[config.mk]
export PLATFORM = sky130hd
export DESIGN_NAME = inst_encoder
export DESIGN_NICKNAME = d
export VERILOG_FILES = /design/src/rtl/inst_encoder_pkg.sv /design/src/rtl/inst_encoder_pack.sv /design/src/rtl/inst_encoder.sv
export SDC_FILE = /design/constraint.sdc
export NUM_CORES = 1
export LEC_CHECK = 0
export CORE_AREA = 2 2 113 115
export DETAILED_ROUTE_END_ITERATION = 16
export DIE_AREA = 0 0 115 117
export PLACE_DENSITY = 0.86
export RECOVER_POWER = 50
export SLEW_MARGIN = 40
export SYNTH_ARGS = -nofsm -noshare
export SYNTH_HDL_FRONTEND = slang
export SYNTH_SLANG_ARGS = --single-unit
[constraint.sdc]
create_clock -name clk -period 2.4 [get_ports clk]
set_input_delay 0.24 -clock clk [delete_from_list [all_inputs] [get_ports clk]]
set_output_delay 0.24 -clock clk [all_outputs]
set_load 0.01 [all_outputs]
[src/rtl/inst_encoder_pkg.sv]
// Shared field formats, encoding constants and FSM state type for the RV32I instruction encoder.
// Optional immediate range checking is enabled by defining IMM_CHECK_EN.
`default_nettype none

package inst_encoder_pkg;

  localparam int XLEN         = 32;
  localparam int OPCODE_WIDTH = 7;

  localparam logic [2:0] FMT_R = 3'd0;
  localparam logic [2:0] FMT_I = 3'd1;
  localparam logic [2:0] FMT_S = 3'd2;
  localparam logic [2:0] FMT_B = 3'd3;
  localparam logic [2:0] FMT_U = 3'd4;
  localparam logic [2:0] FMT_J = 3'd5;

  localparam logic [XLEN-1:0] INST_NOP = 32'h0000_0013;

  localparam int IMM_I_MIN = -2048;
  localparam int IMM_I_MAX = 2047;
  localparam int IMM_B_MIN = -4096;
  localparam int IMM_B_MAX = 4094;
  localparam int IMM_J_MIN = -(1 << 20);
  localparam int IMM_J_MAX = (1 << 20) - 2;

  typedef enum logic [1:0] {
    ST_IDLE = 2'd0,
    ST_RUN  = 2'd1,
    ST_DONE = 2'd2
  } state_t;

  function automatic logic in_range(input logic [XLEN-1:0] v, input int lo, input int hi);
    return ($signed(v) >= lo) && ($signed(v) <= hi);
  endfunction

endpackage

`default_nettype wire

[src/rtl/inst_encoder_pack.sv]
// inst_pack: combinational packing of instruction fields into an RV32I word.
// With IMM_CHECK_EN defined, out-of-range immediates and unknown formats yield NOP plus err.
`default_nettype none

module inst_pack
  import inst_encoder_pkg::*;
(
  input  logic [2:0]              fmt,
  input  logic [OPCODE_WIDTH-1:0] opcode,
  input  logic [4:0]              rd,
  input  logic [4:0]              rs1,
  input  logic [4:0]              rs2,
  input  logic [2:0]              funct3,
  input  logic [6:0]              funct7,
  input  logic [XLEN-1:0]         imm,
  output logic [XLEN-1:0]         inst,
  output logic                    err
);

  logic [XLEN-1:0] raw;

  always_comb begin
    raw = INST_NOP;
    case (fmt)
      FMT_R:   raw = {funct7, rs2, rs1, funct3, rd, opcode};
      FMT_I:   raw = {imm[11:0], rs1, funct3, rd, opcode};
      FMT_S:   raw = {imm[11:5], rs2, rs1, funct3, imm[4:0], opcode};
      FMT_B:   raw = {imm[12], imm[10:5], rs2, rs1, funct3, imm[4:1], imm[11], opcode};
      FMT_U:   raw = {imm[31:12], rd, opcode};
      FMT_J:   raw = {imm[20], imm[10:1], imm[11], imm[19:12], rd, opcode};
      default: raw = INST_NOP;
    endcase
  end

`ifdef IMM_CHECK_EN
  logic imm_bad;
  logic bad_fmt;

  assign bad_fmt = (fmt > FMT_J);

  always_comb begin
    imm_bad = 1'b0;
    case (fmt)
      FMT_I, FMT_S: imm_bad = !in_range(imm, IMM_I_MIN, IMM_I_MAX);
      FMT_B:        imm_bad = !in_range(imm, IMM_B_MIN, IMM_B_MAX) || imm[0];
      FMT_J:        imm_bad = !in_range(imm, IMM_J_MIN, IMM_J_MAX) || imm[0];
      FMT_U:        imm_bad = |imm[11:0];
      default:      imm_bad = 1'b0;
    endcase
  end

  assign err  = bad_fmt || imm_bad;
  assign inst = err ? INST_NOP : raw;
`else
  // Without checking, immediates are truncated to the format's field bits.
  assign err  = 1'b0;
  assign inst = raw;
`endif

endmodule

`default_nettype wire

[src/rtl/inst_encoder.sv]
// inst_encoder: streams packed RV32I words with byte addresses into instruction memory in bounded bursts.
// Immediate range checking in inst_pack is enabled by defining IMM_CHECK_EN.
`default_nettype none

module inst_encoder
  import inst_encoder_pkg::*;
#(
  parameter int MAX_WORDS = 256,
  parameter int CNT_W     = 9
) (
  input  logic                    clk,
  input  logic                    rst,
  input  logic                    start,
  input  logic [XLEN-1:0]         start_addr,
  input  logic                    in_valid,
  output logic                    in_ready,
  input  logic [2:0]              in_fmt,
  input  logic [OPCODE_WIDTH-1:0] in_opcode,
  input  logic [4:0]              in_rd,
  input  logic [4:0]              in_rs1,
  input  logic [4:0]              in_rs2,
  input  logic [2:0]              in_funct3,
  input  logic [6:0]              in_funct7,
  input  logic [XLEN-1:0]         in_imm,
  output logic                    out_valid,
  input  logic                    out_ready,
  output logic [XLEN-1:0]         out_addr,
  output logic [XLEN-1:0]         out_inst,
  output logic                    out_err,
  output logic                    done,
  output logic [CNT_W-1:0]        count
);

  localparam logic [CNT_W:0] MAX_CNT = (CNT_W + 1)'(MAX_WORDS);
  localparam logic [CNT_W:0] ONE     = (CNT_W + 1)'(1);

  state_t          state;
  state_t          state_next;
  logic [XLEN-1:0] next_addr;
  logic [XLEN-1:0] pack_inst;
  logic            pack_err;
  logic            load;
  logic            drain;
  logic            last_drain;
  logic            start_ok;
  logic            room;

  inst_pack u_pack (
    .fmt    (in_fmt),
    .opcode (in_opcode),
    .rd     (in_rd),
    .rs1    (in_rs1),
    .rs2    (in_rs2),
    .funct3 (in_funct3),
    .funct7 (in_funct7),
    .imm    (in_imm),
    .inst   (pack_inst),
    .err    (pack_err)
  );

  assign load       = in_valid && in_ready;
  assign drain      = out_valid && out_ready;
  assign start_ok   = start && ((state == ST_IDLE) || (state == ST_DONE));
  // The word sitting in the output register already counts against the burst limit.
  assign room       = ({1'b0, count} + {{CNT_W{1'b0}}, out_valid}) < MAX_CNT;
  assign last_drain = drain && (({1'b0, count} + ONE) == MAX_CNT);

  always_ff @(posedge clk or negedge rst) begin
    if (!rst) begin
      state <= ST_IDLE;
    end else begin
      state <= state_next;
    end
  end

  always_comb begin
    state_next = state;
    case (state)
      ST_IDLE: if (start) state_next = ST_RUN;
      ST_RUN:  if (last_drain) state_next = ST_DONE;
      ST_DONE: if (start) state_next = ST_RUN;
      default: state_next = ST_IDLE;
    endcase
  end

  always_comb begin
    in_ready = (state == ST_RUN) && (!out_valid || out_ready) && room;
  end

  always_ff @(posedge clk or negedge rst) begin
    if (!rst) begin
      out_valid <= 1'b0;
      out_addr  <= '0;
      out_inst  <= '0;
      out_err   <= 1'b0;
      done      <= 1'b0;
      count     <= '0;
      next_addr <= '0;
    end else begin
      done <= last_drain;
      if (start_ok) begin
        next_addr <= start_addr & ~32'd3;
        count     <= '0;
      end else begin
        if (drain) count <= count + 1'b1;
        if (load)  next_addr <= next_addr + 32'd4;
      end
      if (load) begin
        out_valid <= 1'b1;
        out_inst  <= pack_inst;
        out_err   <= pack_err;
        out_addr  <= next_addr;
      end else if (drain) begin
        out_valid <= 1'b0;
      end
    end
  end

endmodule

`default_nettype wire

==> impl_metrics.tcl, run 1 <==
set metrics [dict create \
    die-area_sq_um 13500 \
    synthCells 604 \
    ys_warn_count 0 \
    arrival_ps 1990 \
    drv_slew 27 \
    cp_max_fo 7 \
    grt_setup_unrepaired "false" \
    finalPower_w 0.00661 \
    drv_cap 1 \
    syn_avg_cell_area_sq_um 8.94 \
    design_area_sq_um 7720 \
    diodes 0 \
    fin_crit_sh_pct 93.1 \
    cts_tree "done" \
    max_freq_ghz 0.448 \
    layout_min_cycle_time_ps 2230 \
    vdd_ir_drop_max_v 0.000377 \
    vias_per_cell 5.65 \
    synth_compound_area_share_pct 17.7 \
    finalSetupViolations 0 \
    synth.most_common_cell "nand2_1" \
    drtPass1Iterations 5 \
    cts.sinks 105 \
    fin_util_pct 62.7 \
    grt_pass1_vias 5126 \
    worstHoldStart "in_opcode[6]" \
    switching_share_pct 34.9 \
    antenna_found_initial 0 \
    p_sw_w 0.00230 \
    crit_chain "nor3b_2 > buf_4 > a21boi_0 > clkdlybuf4s50_1" \
    r2r_start "next_addr[2]$_DFFE_PN0P_" \
    insertion_delay_ps 350 \
    grt_max_degree 48 \
    relSlewSlack_pct -8.27 \
    vias 5276 \
    tightest_slew_ps 1620 \
    p_leak_nw 3.27 \
    synth-adder-area-share_pct 0.695 \
    synth_top_family_by_area "simple AND/OR/NAND/NOR gates" \
    drive_gt1_share_pct 7.79 \
    async_flop_share_pct 100 \
    wirelength_mm 15.9 \
    intPower_w 0.00430 \
    cts-root-buf "clkbuf_16" \
    powerDensity_nw_per_um2 856 \
    synthFlopType "dfrtp_1" \
    core_area_sq_um 12300 \
    wl_per_cell_um 17.0 \
    synth_simple_gate_area_share_pct 24.3 \
    power.share.clock_pct 21.4 \
    synth_top_area_share_pct 48.6 \
    finalNetCount 885 \
    synth_top_area_cell "dfrtp_1" \
    start_util_pct 43.9 \
    hold_viol 0 \
    grt_pass1_wl_mm 25.3 \
    finalSetupTns_ps 0 \
    ioPinCount 181 \
    status "complete, but fails checks" \
    portBuffers 175 \
    synth_common_cells "nand2_1, dfrtp_1, nor2_1" \
    required_ps 2160 \
    hold_path.class "input port to register" \
    crit_path_max_incr_delay_ps 560 \
    start_kind "register" \
    grt-ovfl-total 0 \
    n_fill_cell 1041 \
    ys_seq_area_share_pct 48.6 \
    drcViolationCount 0 \
    synth_seq_cells 105 \
    clk_pin_slew_ps 70 \
    startpoint "count[8]$_DFFE_PN0P_" \
    fp.dieH_um 117 \
    combPwrFrac_pct 35.8 \
    antenna_left 0 \
    cts_buffers 9 \
    place.gp.congestion 0.930 \
    rows 41 \
    end_kind "output pin" \
    seqCellArea_sq_um 2630 \
    placed_cell_area_sq_um 7390 \
    fin_worst_skew_ps 7.24 \
    syn_area_sq_um 5400 \
    dp_hpwl_mm 11.7 \
    htreeDepth 3 \
    drtIter0Drc 371 \
    multi_input_area_sq_um 2610 \
    synth-xor-area-share_pct 2.43 \
    path_class "register to output pin" \
    crit_slowest_cell "clkdlybuf4s50_1" \
    area_growth_pct 42.9 \
    synthTopCellsByArea "dfrtp_1, nand2_1, nor2_1" \
    synth.area.mux_share_pct 2.08 \
    cts_buffer_depth 2 \
    fp.dieW_um 115 \
    violations "capacitance limit, slew limit" \
    synth-edff-count 0 \
    sequentialPowerShare_pct 42.8 \
    grt_usage_pct 23.8 \
    synth_cell_types 60 \
]
==> placed cells by master, fill, tap and decap left out, types with 10 or more instances in the layout <==
cell / instances
clkdlybuf4s50_1: 143
o21ai_0: 36
a221oi_1: 19
nor2_1: 58
dlygate4sd3_1: 32
buf_4: 22
nand2_1: 142
a21oi_1: 20
nand4_1: 10
dfrtp_1: 105
nand3_1: 21
==> critical path: cells and delay by family (launching register included) <==
kind / cells / cell delay, ps
buffers and inverters: 2 / 730
DFF: 1 / 480
and+or+nand+nor: 1 / 250
AOI/OAI and AO/OA: 1 / 180
==> power by group through the flow <==
| stage | Combinational, W | Clock, W | Sequential, W |
|---|---|---|---|
| 3_5_place_dp | 0.00241 | 0 | 0.00285 |
| 5_1_grt | 0.00261 | 0.00151 | 0.00292 |
| 2_1_floorplan | 0.00104 | 0 | 0.00289 |
| 3_3_place_gp | 0.00232 | 0 | 0.00280 |
| 4_1_cts | 0.00243 | 0.00144 | 0.00283 |
| 6_report | 0.00236 | 0.00142 | 0.00283 |
==> area by class of cell <==
class	instances	share of cell area (%)
flip-flops and latches	105	34.0
clock inverters	4	0.357
repair buffers	201	25.7
well taps	150	2.43
inverters	9	0.438
multi-input cells	452	33.8
clock buffers	12	3.32
==> metrics by stage <==
stage	cells	worst slack [ps]	hold WS (ps)
6_report	933	166	442
5_1_grt	933	12.6	459
3_3_place_gp	912	163	187
4_1_cts	930	85.1	359
3_5_place_dp	912	102	189
2_1_floorplan	606	397	-55.6
==> path summary, 6_finish.rpt <==
path,to,slack (ps),cells past startpoint
max,in_ready,170,4
min,out_inst[6]$_DFFE_PN0P_,440,3
min in group asynchronous,out_addr[22]$_DFFE_PN0P_,840,2
max reg2reg,next_addr[26]$_DFFE_PN0P_,170,6
min reg2reg,out_addr[19]$_DFFE_PN0P_,470,2
max in group asynchronous,out_inst[14]$_DFFE_PN0P_,350,3
==> flip-flops by register name, summed over array words and instances, names as in the netlist <==
name / cells
out_valid: 1
state: 2
next_addr: 30
out_inst: 32
out_addr: 30
done: 1
count: 9
==> layer usage <==
layer	global-route usage (%)	wire length (um)	up-vias
met1	29.3	6300	2534
li1	-	-	2482
met4	11.0	495	0
met5	0	0	-
met2	40.6	7990	219
met3	4.74	1070	41
==> timing repair <==
action	CTS	global route
resized for setup	1	1
endpoints found under the hold margin	25	0
hold buffers	1	0
setup endpoints to repair	1	28
buffers inserted	1	3
pin swaps	1	0
==> cells by family (layout without fill, tap and decap cells) <==
logic type,after synthesis,after routing
multiplexers,11,11
flip-flops,105,105
XOR/XNOR,15,15
adder cells (fa/ha/maj),3,3
AO/OA/AOI/OAI,132,132
AND/OR/NAND/NOR,288,288
other,1,3
buffers and inverters,49,226
(Power assumes the default switching activity.)
==> run 2, diff against run 1 <==
--- a/config.mk
+++ b/config.mk
@@ -6,6 +6,7 @@
 export NUM_CORES = 1
 export LEC_CHECK = 0
 export CORE_AREA = 2 2 113 115
+export CTS_BUF_LIST = sky130_fd_sc_hd__clkbuf_16
 export DETAILED_ROUTE_END_ITERATION = 16
 export DIE_AREA = 0 0 115 117
 export PLACE_DENSITY = 0.86
==> constraint.sdc (replaced) <==
create_clock -name clk -period 2.9 [get_ports clk]
set_input_delay 0.29 -clock clk [delete_from_list [all_inputs] [get_ports clk]]
set_output_delay 0.29 -clock clk [all_outputs]
set_load 0.01 [all_outputs]
==> run 2 against run 1 <==
- the run now ends clean
- largest cell class unchanged
- critical endpoint unchanged
- via count decreased by 0.49%
- power down 16%
- largest power group unchanged
- final area is 1.3% lower
- wire length is 0.48% lower
- flip-flop and latch count stayed put
- global-route usage about the same
==> impl_metrics.tcl, run 2 (synthesized netlist as in run 1, its figures left out) <==
set metrics [dict create \
    largest_register_ffs 32 \
    max_freq_ghz 0.381 \
    hold_path.class "input port to asynchronous set/reset pin" \
    grt_pass1_vias 5193 \
    ioPinCount 181 \
    place.gp.congestion 0.902 \
    clk_pin_slew_ps 70 \
    critPathBufInv 1 \
    hold_viol 0 \
    wl_per_cell_um 17.2 \
    hold_buffers 0 \
    core_area_sq_um 12300 \
    rows 41 \
    cp_max_fo 10 \
    cts_buffers 9 \
    cts-root-buf "clkbuf_16" \
    crit_chain "nand4_1 > o21ai_2 > a21boi_0 > clkdlybuf4s50_1" \
    tightest_slew_ps 1340 \
    top_regs "out_inst x32, next_addr x30, out_addr x30" \
    fp.dieH_um 117 \
    grt_busiest_layer "met2" \
    cts.sinks 105 \
    final_cell_mix "clkdlybuf4s50_1, nand2_1, dfrtp_1" \
    finalNetCount 873 \
    vdd_ir_drop_max_v 0.000297 \
    largest-register "out_inst" \
    critPathTopFamily "compound AO/OA/AOI/OAI gates" \
    antenna_found_initial 0 \
    diodes 0 \
    grt_pass1_wl_mm 25.1 \
    area_growth_pct 41.0 \
    grt_usage_pct 23.8 \
    drv_slew 0 \
    layout_min_cycle_time_ps 2630 \
    fin_crit_sh_pct 90.5 \
    timing.reg2reg.setup_slack_ps 540 \
    fp.dieW_um 115 \
    start_util_pct 43.9 \
    finalSetupTns_ps 0 \
    drtIter0Drc 360 \
    finalSetupViolations 0 \
    path_class "register to output pin" \
    stdcell_count 919 \
    vias 5250 \
    vias_per_cell 5.71 \
    drv_cap 0 \
    r2r_start "next_addr[2]$_DFFE_PN0P_" \
    end_kind "output pin" \
    cts_tree "done" \
    die-area_sq_um 13500 \
    place_inst 904 \
    wirelength_mm 15.8 \
    dp_hpwl_mm 11.5 \
    htreeDepth 3 \
    grt_setup_unrepaired "false" \
    startpoint "count[0]$_DFFE_PN0P_" \
    antenna_left 0 \
    grt-ovfl-total 0 \
    n_fill_cell 993 \
    cts_resized 0 \
    crit_slowest_cell "o21ai_2" \
    grt_max_degree 63 \
    crit_path_max_incr_delay_ps 550 \
    post_cts_buffers 0 \
    powerDensity_nw_per_um2 729 \
    p_leak_nw 3.22 \
    insertion_delay_ps 350 \
    portBuffers 175 \
    use_met2_pct 40.8 \
    arrival_ps 2340 \
    relSlewSlack_pct 10.4 \
    drive_gt1_share_pct 6.37 \
    mostFrequentLayoutCell "clkdlybuf4s50_1" \
    met3_usage_pct 6.28 \
    use_met1_pct 28.1 \
    status "finished clean" \
    fin_worst_skew_ps 9.37 \
    drtPass1Iterations 5 \
    required_ps 2610 \
    start_kind "register" \
    drcViolationCount 0 \
    cts_buffer_depth 2 \
]
-- run 2: cell types whose count changed in the layout (fill, tap and decap cells not counted), moves of 2 or more --
cell	delta
clkbuf_8	-2
dlygate4sd3_1	-2
buf_12	-2
bufinv_16	+2
buf_4	-12
clkinvlp_4	-3
clkbuf_2	+2
-- run 2: through the flow --
stage	area, sq um	util (%)	hold WS (ps)	total power, W	worst slack [ps]
2_1_floorplan	5410	-	-5.59	0.00325	897
3_3_place_gp	7310	59.4	377	0.00422	360
3_5_place_dp	7310	59.4	387	0.00433	287
4_1_cts	7620	61.9	3.66	0.00563	289
5_1_grt	7620	61.9	339	0.00591	51.4
6_report	7620	61.9	239	0.00555	275
-- run 2: where the power goes --
| group | switching, W | internal [W] | leakage [nW] |
|---|---|---|---|
| Combinational | 0.000926 | 0.00100 | 1.80 |
| Clock | 0.000542 | 0.000749 | 0.149 |
| Sequential | 0.000429 | 0.00191 | 1.27 |
-- run 2: layer usage --
metal | up-vias | part of all wire (%)
met5 | - | 0
met4 | 0 | 3.9
met3 | 57 | 7.3
met2 | 213 | 50
met1 | 2516 | 39
li1 | 2464 | -
-- run 2: final timing paths --
check | cells after the start | end
worst max-delay path | 4 | in_ready
worst min-delay path | 1 | out_addr[20]$_DFFE_PN0P_
worst max register to register | 6 | next_addr[22]$_DFFE_PN0P_
worst min register to register | 2 | out_addr[8]$_DFFE_PN0P_
max in group asynchronous | 2 | out_addr[3]$_DFFE_PN0P_
min in group clk | 2 | out_addr[8]$_DFFE_PN0P_
-- run 2: layout make-up --
cell class / instances / area, sq um / area share [%]
inverters: 9 / 33.8 / 0.444
repair buffers: 189 / 1860 / 24.4
multi-input cells: 452 / 2600 / 34.1
clock buffers: 9 / 225 / 2.96
well taps: 150 / 188 / 2.46
clock inverters: 5 / 81.3 / 1.07
flip-flops and latches: 105 / 2630 / 34.5
==> run 3, diff against run 2 <==
--- a/config.mk
+++ b/config.mk
@@ -5,11 +5,11 @@
 export SDC_FILE = /design/constraint.sdc
 export NUM_CORES = 1
 export LEC_CHECK = 0
-export CORE_AREA = 2 2 113 115
+export CORE_AREA = 2 2 107 109
 export CTS_BUF_LIST = sky130_fd_sc_hd__clkbuf_16
 export DETAILED_ROUTE_END_ITERATION = 16
-export DIE_AREA = 0 0 115 117
-export PLACE_DENSITY = 0.86
+export DIE_AREA = 0 0 109 111
+export PLACE_DENSITY = 0.94
 export RECOVER_POWER = 50
 export SLEW_MARGIN = 40
 export SYNTH_ARGS = -nofsm -noshare
==> run 3 against run 2 <==
- sequential share of layout area fell by 0.20 points
- global-route usage grew 3.3 points
- sequential power hardly changed
- final area increased by 0.59%
- core utilization grew 7.3 points
- maximum frequency rose by 1.1%
- via count is 1.0% higher
- non-clock buffer count rose by 3
- hold slack gained 230 ps
- combinational power is essentially flat
- largest power group unchanged
==> impl_metrics.tcl, run 3 (synthesized netlist as in run 1, its figures left out) <==
set metrics [dict create \
    status "finished clean" \
    path_class "register to output pin" \
    r2r_cells 6 \
    die-area_sq_um 12100 \
    sequentialPowerShare_pct 41.1 \
    final_cell_mix "clkdlybuf4s50_1, nand2_1, dfrtp_1" \
    combPwrFrac_pct 34.2 \
    multi_input_area_sq_um 2590 \
    power.share.clock_pct 24.7 \
    largest_register_ffs 32 \
    finalSetupViolations 0 \
    r2r_end "out_inst[0]$_DFFE_PN0P_" \
    portBuffers 175 \
    vias_per_cell 5.78 \
    tightest_slew_ps 1270 \
    cts_tree "done" \
    fin_worst_skew_ps 5.77 \
    start_kind "register" \
    fp.dieH_um 111 \
    drv_cap 0 \
    drtPass1Iterations 5 \
    finalSetupTns_ps 0 \
    cts.sinks 105 \
    hold_path.class "register to register" \
    powerDensity_nw_per_um2 742 \
    core_area_sq_um 11100 \
    finalNetCount 876 \
    p_leak_nw 3.24 \
    cts_resized 0 \
    hold_depth 2 \
    place_inst 900 \
    fin_crit_sh_pct 89.5 \
    seqCellArea_sq_um 2630 \
    met3_usage_pct 6.76 \
    start_util_pct 48.8 \
    grt_max_degree 57 \
    n_fill_cell 826 \
    drv_slew 0 \
    intPower_w 0.00375 \
    end_kind "output pin" \
    crit_end "in_ready" \
    drive_gt1_share_pct 6.72 \
    use_met2_pct 44.0 \
    rows 39 \
    antenna_left 0 \
    hold_viol 0 \
    relSlewSlack_pct 15.3 \
    dp_hpwl_mm 11.5 \
    post_cts_buffers 0 \
    cts-root-buf "clkbuf_16" \
    ioPinCount 181 \
    startpoint "count[0]$_DFFE_PN0P_" \
    use_met1_pct 32.9 \
    antenna_found_initial 1 \
    place.gp.congestion 0.852 \
    arrival_ps 2310 \
    grt_setup_unrepaired "false" \
    cp_max_fo 10 \
    mostFrequentLayoutCell "clkdlybuf4s50_1" \
    clk_pin_slew_ps 70 \
    grt_pass1_wl_mm 25.7 \
    stdcell_count 918 \
    largest-register "out_inst" \
    insertion_delay_ps 350 \
    timing.reg2reg.setup_slack_ps 570 \
    top_regs "out_inst x32, next_addr x30, out_addr x30" \
    htreeDepth 3 \
    cts_buffers 9 \
    wl_per_cell_um 17.3 \
    grt_usage_pct 27.0 \
    layout_min_cycle_time_ps 2600 \
    wirelength_mm 15.9 \
    worstHoldStart "out_addr[13]$_DFFE_PN0P_" \
    area_growth_pct 41.8 \
    cts_buffer_depth 2 \
    drcViolationCount 0 \
    vias 5304 \
    grt-ovfl-total 0 \
    r2r_start "count[0]$_DFFE_PN0P_" \
    max_freq_ghz 0.385 \
    grt_busiest_layer "met2" \
    vdd_ir_drop_max_v 0.000429 \
    grt_pass1_vias 5309 \
    fp.dieW_um 109 \
    drtIter0Drc 346 \
    required_ps 2610 \
    switching_share_pct 34.1 \
    p_sw_w 0.00194 \
]
-- run 3: through the flow --
stage	setup WS, ps	cell area (sq um)	util, %	total power (W)	hold slack (ps)
detailed placement	334	7320	66.1	0.00434	369
CTS	304	7670	69.3	0.00576	477
global route	195	7660	69.2	0.00600	495
finish	304	7660	69.2	0.00569	469
global placement	359	7310	66.0	0.00422	353
floorplan	897	5410	-	0.00325	-5.59
-- run 3: area by class of cell --
cell class	count	share of cell area, %
repair buffers	192	24.5
inverters	9	0.441
clock buffers	9	2.94
well taps	143	2.34
clock inverters	7	1.55
diodes	1	0.0327
multi-input cells	452	33.9
flip-flops and latches	105	34.3
-- run 3: power groups by stage --
stage	logic (W)	registers [W]	clock network [W]
after floorplan	0.000864	0.00239	0
after global placement	0.00190	0.00232	0
after CTS	0.00201	0.00233	0.00142
after detailed placement	0.00199	0.00235	0
final	0.00194	0.00234	0.00140
after global routing	0.00213	0.00240	0.00148
-- run 3: timing repair --
action	CTS	global route
hold endpoints to repair	9	0
setup endpoints to repair	0	0
hold buffers	1	0
-- run 3: worst min path at each step --
stage	end	slack [ps]
CTS	out_inst[6]$_DFFE_PN0P_	480
floorplan	count[0]$_DFFE_PN0P_	-6
detailed placement	out_addr[23]$_DFFE_PN0P_	370
finish	out_addr[13]$_DFFE_PN0P_	470
global route	out_addr[13]$_DFFE_PN0P_	490
global placement	next_addr[20]$_DFFE_PN0P_	350
-- run 3: per-layer routing --
metal  routed length [um]  part of all wire [%]  vias to the layer above
met5                    0                     0                        -
met4                  660                   4.1                        0
met3                 1230                   7.7                       52
met2                 7830                    49                      280
met1                 6200                    39                     2497
li1                     -                     -                     2475
-- run 3: worst max-delay path, cell delays in order, from the launching register on --
cell and delay [ps]:
dfrtp_1 490, nand4_1 230, o21ai_2 520, a21boi_0 190, clkdlybuf4s50_1 530
